[config.mk]
export PLATFORM = sky130hd
export DESIGN_NAME = quad_mux
export DESIGN_NICKNAME = d
export VERILOG_FILES = /design/src/rtl/quad_mux.sv
export SDC_FILE = /design/constraint.sdc
export NUM_CORES = 1
export LEC_CHECK = 0
export CELL_PAD_IN_SITES_DETAIL_PLACEMENT = 0
export CELL_PAD_IN_SITES_GLOBAL_PLACEMENT = 1
export CORE_AREA = 3 3 40 42
export DETAILED_ROUTE_END_ITERATION = 12
export DIE_AREA = 0 0 43 45
export HOLD_SLACK_MARGIN = 0.08
export PLACE_DENSITY_LB_ADDON = 0.2
export REMOVE_ABC_BUFFERS = 1
export SLEW_MARGIN = 5
export SYNTH_ARGS = -nofsm -noshare
export SYNTH_HDL_FRONTEND = slang
export SYNTH_SLANG_ARGS = --single-unit
[constraint.sdc]
create_clock -name clk -period 1.2 [get_ports clk]
set_input_delay 0.3 -clock clk [delete_from_list [all_inputs] [get_ports clk]]
set_output_delay 0.3 -clock clk [all_outputs]
set_load 0.01 [all_outputs]
[src/rtl/quad_mux.sv]
// 4:1 word multiplexer. X is combinational. X_Q and SEL_CHG are registered copies for downstream logic.
// Optional build macro QUAD_MUX_PARITY_EN adds PAR_Q, the registered even parity of X.
module quad_mux #(
    parameter int WIDTH = 2
) (
    input  logic             clk,
    input  logic             rst,
    input  logic [WIDTH-1:0] A,
    input  logic [WIDTH-1:0] B,
    input  logic [WIDTH-1:0] C,
    input  logic [WIDTH-1:0] D,
    input  logic [1:0]       SEL,
    output logic [WIDTH-1:0] X,
    output logic [WIDTH-1:0] X_Q,
`ifdef QUAD_MUX_PARITY_EN
    output logic             SEL_CHG,
    output logic             PAR_Q
`else
    output logic             SEL_CHG
`endif
);

    logic [WIDTH-1:0] w_x;
    logic [WIDTH-1:0] r_x_q;
    logic [1:0]       r_sel_q;
    logic             r_sel_chg;

    // An unknown select yields an all-X word rather than quietly passing A through.
    always_comb begin
        w_x = 'x;
        case (SEL)
            2'b00: w_x = A;
            2'b01: w_x = B;
            2'b10: w_x = C;
            2'b11: w_x = D;
        endcase
    end

    always_ff @(posedge clk or posedge rst) begin
        if (rst) begin
            r_x_q     <= '0;
            r_sel_q   <= 2'b00;
            r_sel_chg <= 1'b0;
        end else begin
            r_x_q     <= w_x;
            r_sel_q   <= SEL;
            r_sel_chg <= (SEL != r_sel_q);
        end
    end

    assign X       = w_x;
    assign X_Q     = r_x_q;
    assign SEL_CHG = r_sel_chg;

`ifdef QUAD_MUX_PARITY_EN
    logic r_par_q;

    always_ff @(posedge clk or posedge rst) begin
        if (rst) begin
            r_par_q <= 1'b0;
        end else begin
            r_par_q <= ^w_x;
        end
    end

    assign PAR_Q = r_par_q;
`endif

endmodule

==> results.toml, run 1 <==
[sta]
timing.hold.ws_ns = 0.2626
final.setup.tns_ns = -0.2550
grt_setup_unrepaired = "true"
slew_viol_final = 0
layout_worst_path_cycle_share_pct = 110.6
layout_setup_ws_ns = -0.1278
report.final.hold_viol_count = 0
remaining_max_slew_budget_at_the_tightest_pin_pct = 87.47
period_minus_slack_ns = 1.328
setup_viol_count_final = 2
skew_ns = 0.00002903
max_clock_freq_ghz = 0.7531
timing_worst_slew_pin_value_ns = 0.1878

[floorplan]
start_util_pct = 15.77
die_area_mm2 = 0.001935
floorplan.die.height_um = 45
rows = 13
core-area_mm2 = 0.001285
fp.dieW_um = 43
design.portCount = 17

[routing]
route.detailed.vias_per_inst = 3.583
first_iter_violations = 2
via_count = 172
drc_errors = 0
drt_pre_antenna_iters = 2
routed_antenna_nets = 0
drt-total-wl_um = 521
avgRoutedWirePerCell_um = 10.85

[logic_synthesis]
mean_cell_area_of_the_mapped_netlist_um2 = 18.43
synth_area_leaders = "sky130_fd_sc_hd__dfrtp_1 62%, sky130_fd_sc_hd__mux4_1 26%, sky130_fd_sc_hd__xnor2_1 8.6%, sky130_fd_sc_hd__inv_1 1.9%, sky130_fd_sc_hd__nand2_1 1.9%"
synth_largest_area_cell = "sky130_fd_sc_hd__dfrtp_1"
ys_seq_elements = 5
synth_top_area_share_pct = 61.73
synth_warnings = 0
area_of_the_mapped_netlist_um2 = 202.7
synth.yosys.seq_area_share_pct = 61.73
post_synth_num_cell_types = 5
post_synth_inst_count = 11

[job]
drv_cap = 0

[power_and_ir_drop]
p_leak_nw = 0.1796
ir_drop_mv = 0.3247
power_density_mw_per_mm2 = 1237

[cells_and_area]
final_cell_mix = "8 x sky130_fd_sc_hd__buf_2, 5 x sky130_fd_sc_hd__dfrtp_1, 3 x sky130_fd_sc_hd__clkbuf_4, 3 x sky130_fd_sc_hd__clkdlybuf4s15_1"
multiInputGateArea_um2 = 66.31
fill_cells = 144
mostFrequentLayoutCell = "sky130_fd_sc_hd__buf_2"
layout-drive-gt1-share_pct = 54.55
layout.nets = 46
syn2layout_area_growth_pct = 88.27
seq_area_um2 = 125.1
final_core_utilization_pct = 29.70
antenna-diode-count = 0

[clock_tree]
cts.clk_slew.worst_paths_ns = 0.04
cts-root-buf = "sky130_fd_sc_hd__clkbuf_4"
cts_htree_levels = 1
clock_path_buffers = 2
holdBufCountCts = 0
clock_insertion_delay_worst_skew_ns = 0.23
cts_tree = "done"
setup_buffers_after_cts = 0
cts_sinks = 5
cts_inserted_buffers = 3

[global_route]
grt_start_max_net_pins = 6
grt_pass1_wl_um = 917
globalRouteTotalUtil_pct = 7.389
antenna_violations_before_repair = 0
first_global_vias = 215
grt-ovfl-total = 0

[worst_setup_path]
cp.required_ns = 0.90
worst_setup_path_end_kind = "output port"
critPathKind = "in2out"
cp_data_arrival_time_ns = 1.03
crit_path_start_kind = "primary input"
path_max_fanout = 3
rr_worst_depth = 2

[worst_hold_path]
worst_hold_path_type = "in2async"

[run_status]
failed_checks = "setup timing"
outcome = "finished with violations"

[place]
gpl.final_weighted_congestion = 0.6109
port_buffers = 16
==> cell families after synthesis <==
logic type | after synthesis | synth area share (%)
XOR/XNOR | 2 | 8.644
buffers and inverters | 1 | 1.850
flip-flops | 5 | 61.73
multiplexers | 2 | 25.93
AND/OR/NAND/NOR | 1 | 1.850
==> layer usage <==
metal / up-vias / part of all wire (%) / track usage (%) / routed length [um]
li1: 82 / - / - / -
met1: 74 / 38 / 7.654 / 200
met2: 14 / 48 / 9.581 / 252
met3: 2 / 9.2 / 2.789 / 48
met4: 0 / 3.6 / 10.84 / 19
met5: - / 0 / 0 / 0
==> cell usage after synthesis <==
library cell,n
sky130_fd_sc_hd__xnor2_1,2
sky130_fd_sc_hd__nand2_1,1
sky130_fd_sc_hd__inv_1,1
sky130_fd_sc_hd__mux4_1,2
sky130_fd_sc_hd__dfrtp_1,5
==> metrics by stage <==
step	cell area, um2	worst slack (ns)	power, mW	std cells
CTS	379.1	-0.1336	0.4827	48
detailed placement	396.6	-1.020	0.3027	44
floorplan	202.7	0.008860	0.2212	11
global placement	396.6	-1.024	0.3019	44
finish	381.6	-0.1278	0.4722	48
global route	381.6	-0.1598	0.5049	48
==> worst max-delay path: stages <==
cell and delay (ns):
sky130_fd_sc_hd__buf_8 0.08, sky130_fd_sc_hd__mux4_2 0.51, sky130_fd_sc_hd__buf_6 0.14
==> path summary, 6_finish.rpt <==
check	from	endpoint	slack, ns
setup / recovery	SEL[0]	X[1]	-0.13
hold reg to reg	r_sel_q[1]	SEL_CHG	0.48
min in group clk	SEL[0]	r_sel_q[0]	0.28
max in group asynchronous	rst	X_Q[1]	0.77
setup reg to reg	r_sel_q[0]	SEL_CHG	0.50
hold / removal	rst	r_sel_q[1]	0.26
==> power breakdown <==
part / internal [mW] / switching [mW] / total, mW
clock network: 0.125 / 0.0623 / 0.188
logic: 0.0617 / 0.0359 / 0.0975
registers: 0.183 / 0.00415 / 0.187
total: 0.370 / 0.102 / 0.472
==> state kept, by name, summed over array words and instances (netlist names) <==
| register | count |
|---|---|
| SEL_CHG | 1 |
| r_sel_q | 2 |
| X_Q | 2 |
==> layout make-up <==
type	count	share of cell area, %
Tap cell	15	4.918
Inverter	1	0.9836
Clock buffer	4	6.885
Sequential cell	5	32.79
Timing Repair Buffer	18	37.05
Multi-Input combinational cell	5	17.38
==> repair_timing <==
item | in CTS | in global routing
endpoints found under the setup margin | 7 | 4
endpoints found under the hold margin | 0 | 0
pin swaps | 0 | 0
gates resized for setup | 48 | 2
Power figures use the tool's default switching activity.
==> run 2: changes to the inputs <==
DONT_BUFFER_PORTS = 1   (was not set)
PLACE_DENSITY_LB_ADDON = 0.1   (was 0.2)
==> results.toml, run 2 (synthesized netlist as in run 1, its figures left out) <==
[place]
dpl.cell_count = 26
port_buffers = 0
postPlaceCellArea_um2 = 221.5
gpl.final_weighted_congestion = 0.5790

[power_and_ir_drop]
power.total_mw = 0.4207
power_density_mw_per_mm2 = 1617
p_leak_nw = 0.1045
ir_drop_mv = 0.2068

[sta]
final.setup.tns_ns = 0
slew_viol_final = 0
setup_viol_count_final = 0
timing.hold.ws_ns = 0.09139
timing_worst_slew_pin_value_ns = 0.1812
remaining_max_slew_budget_at_the_tightest_pin_pct = 87.90
period_minus_slack_ns = 1.139
report.final.hold_viol_count = 0
skew_ns = 0.0008570
layout_worst_path_cycle_share_pct = 94.93
max_clock_freq_ghz = 0.8778
grt_setup_unrepaired = "false"

[clock_tree]
cts_sinks = 5
cts_inserted_buffers = 3
cts.clk_slew.worst_paths_ns = 0.04
clock_insertion_delay_worst_skew_ns = 0.24
clock_path_buffers = 2
cts_tree = "done"
cts_htree_levels = 1
cts-root-buf = "sky130_fd_sc_hd__clkbuf_4"

[worst_hold_path]
worst_hold_path_type = "in2reg"

[global_route]
globalRouteMet2Util_pct = 6.587
globalRouteTotalUtil_pct = 5.458
grt_pass1_wl_um = 683
grt.met3_usage_pct = 3.984
antenna_violations_before_repair = 0
grt-ovfl-total = 0
first_global_vias = 153
grtUsageMet1_pct = 5.185
grt-busiest-layer = "met4"
grt_start_max_net_pins = 6

[worst_setup_path]
cp_data_arrival_time_ns = 0.84
critical-path-max-stage-delay_ns = 0.54
crit_path_start_kind = "primary input"
crit_path_cell_trace = "mux4_2"
worst_setup_path_end_kind = "output port"
path_max_fanout = 4
critPathSlowestCell = "sky130_fd_sc_hd__mux4_2"
critPathKind = "in2out"
dominant_delay_contributor_by_cell_family_on_the_critical_path = "multiplexers"
cp.required_ns = 0.90
path_buf_inv = 0

[routing]
avgRoutedWirePerCell_um = 13.28
via_count = 122
routed_antenna_nets = 0
drt_pre_antenna_iters = 1
drt-total-wl_um = 425
first_iter_violations = 0
route.detailed.vias_per_inst = 3.813
drc_errors = 0

[cells_and_area]
seq_area_um2 = 125.1
syn2layout_area_growth_pct = 28.40
fill_cells = 140
final_cell_mix = "5 x sky130_fd_sc_hd__dfrtp_1, 3 x sky130_fd_sc_hd__clkbuf_4, 2 x sky130_fd_sc_hd__mux4_2, 2 x sky130_fd_sc_hd__xnor2_1, 2 x sky130_fd_sc_hd__dlygate4sd3_1"
layout.cell_area.non_filler_um2 = 260.3
layout-drive-gt1-share_pct = 29.41
mostFrequentLayoutCell = "sky130_fd_sc_hd__dfrtp_1"
layoutNonFillerInstCount = 32
multiInputGateArea_um2 = 66.31
antenna-diode-count = 0
layout.nets = 30

[floorplan]
fp.dieW_um = 43
rows = 13
design.portCount = 17
start_util_pct = 15.77
floorplan.die.height_um = 45
die_area_mm2 = 0.001935
core-area_mm2 = 0.001285

[run_status]
outcome = "complete, no violations"

[job]
drv_cap = 0
[run 2: stage by stage]
| step | worst slack (ns) | util, % |
|---|---|---|
| 6_report | 0.06080 | 20.25 |
| 5_1_grt | 0.05739 | 20.25 |
| 4_1_cts | 0.05956 | 20.25 |
| 3_5_place_dp | -0.02785 | 17.23 |
| 3_3_place_gp | -0.02672 | 17.23 |
| 2_1_floorplan | 0.008860 | - |
[run 2: final timing paths]
check                           startpoint         end  slack, ns  depth (start not counted)
worst max-delay path                SEL[0]        X[1]       0.06                          1
worst min-delay path                SEL[1]  r_sel_q[1]       0.09                          0
worst max register to register  r_sel_q[0]     SEL_CHG       0.51                          2
worst min register to register  r_sel_q[1]     SEL_CHG       0.48                          2
max in group asynchronous              rst      X_Q[0]       0.64                          2
min in group asynchronous              rst  r_sel_q[0]       0.40                          2
[run 2: layer usage]
| layer | vias to the layer above | wire [um] |
|---|---|---|
| li1 | 50 | - |
| met1 | 55 | 147 |
| met2 | 15 | 172 |
| met3 | 2 | 101 |
| met4 | 0 | 4 |
| met5 | - | 0 |
[run 2: layout make-up]
class	count	share of cell area, %
Clock buffer	4	10.10
Inverter	1	1.442
Multi-Input combinational cell	5	25.48
Sequential cell	5	48.08
Tap cell	15	7.212
Timing Repair Buffer	2	7.692
[run 2: report_power, final]
group          total, mW  internal (mW)  switching, mW
Sequential         0.194          0.183         0.0105
Combinational     0.0359         0.0208         0.0152
Clock              0.191          0.126         0.0657
[run 2: repair_timing]
action                                  CTS  global route
hold buffers                              2             0
buffers inserted                          0             0
endpoints found under the hold margin     6             0
endpoints found under the setup margin    2             0
resized for setup                         2             0
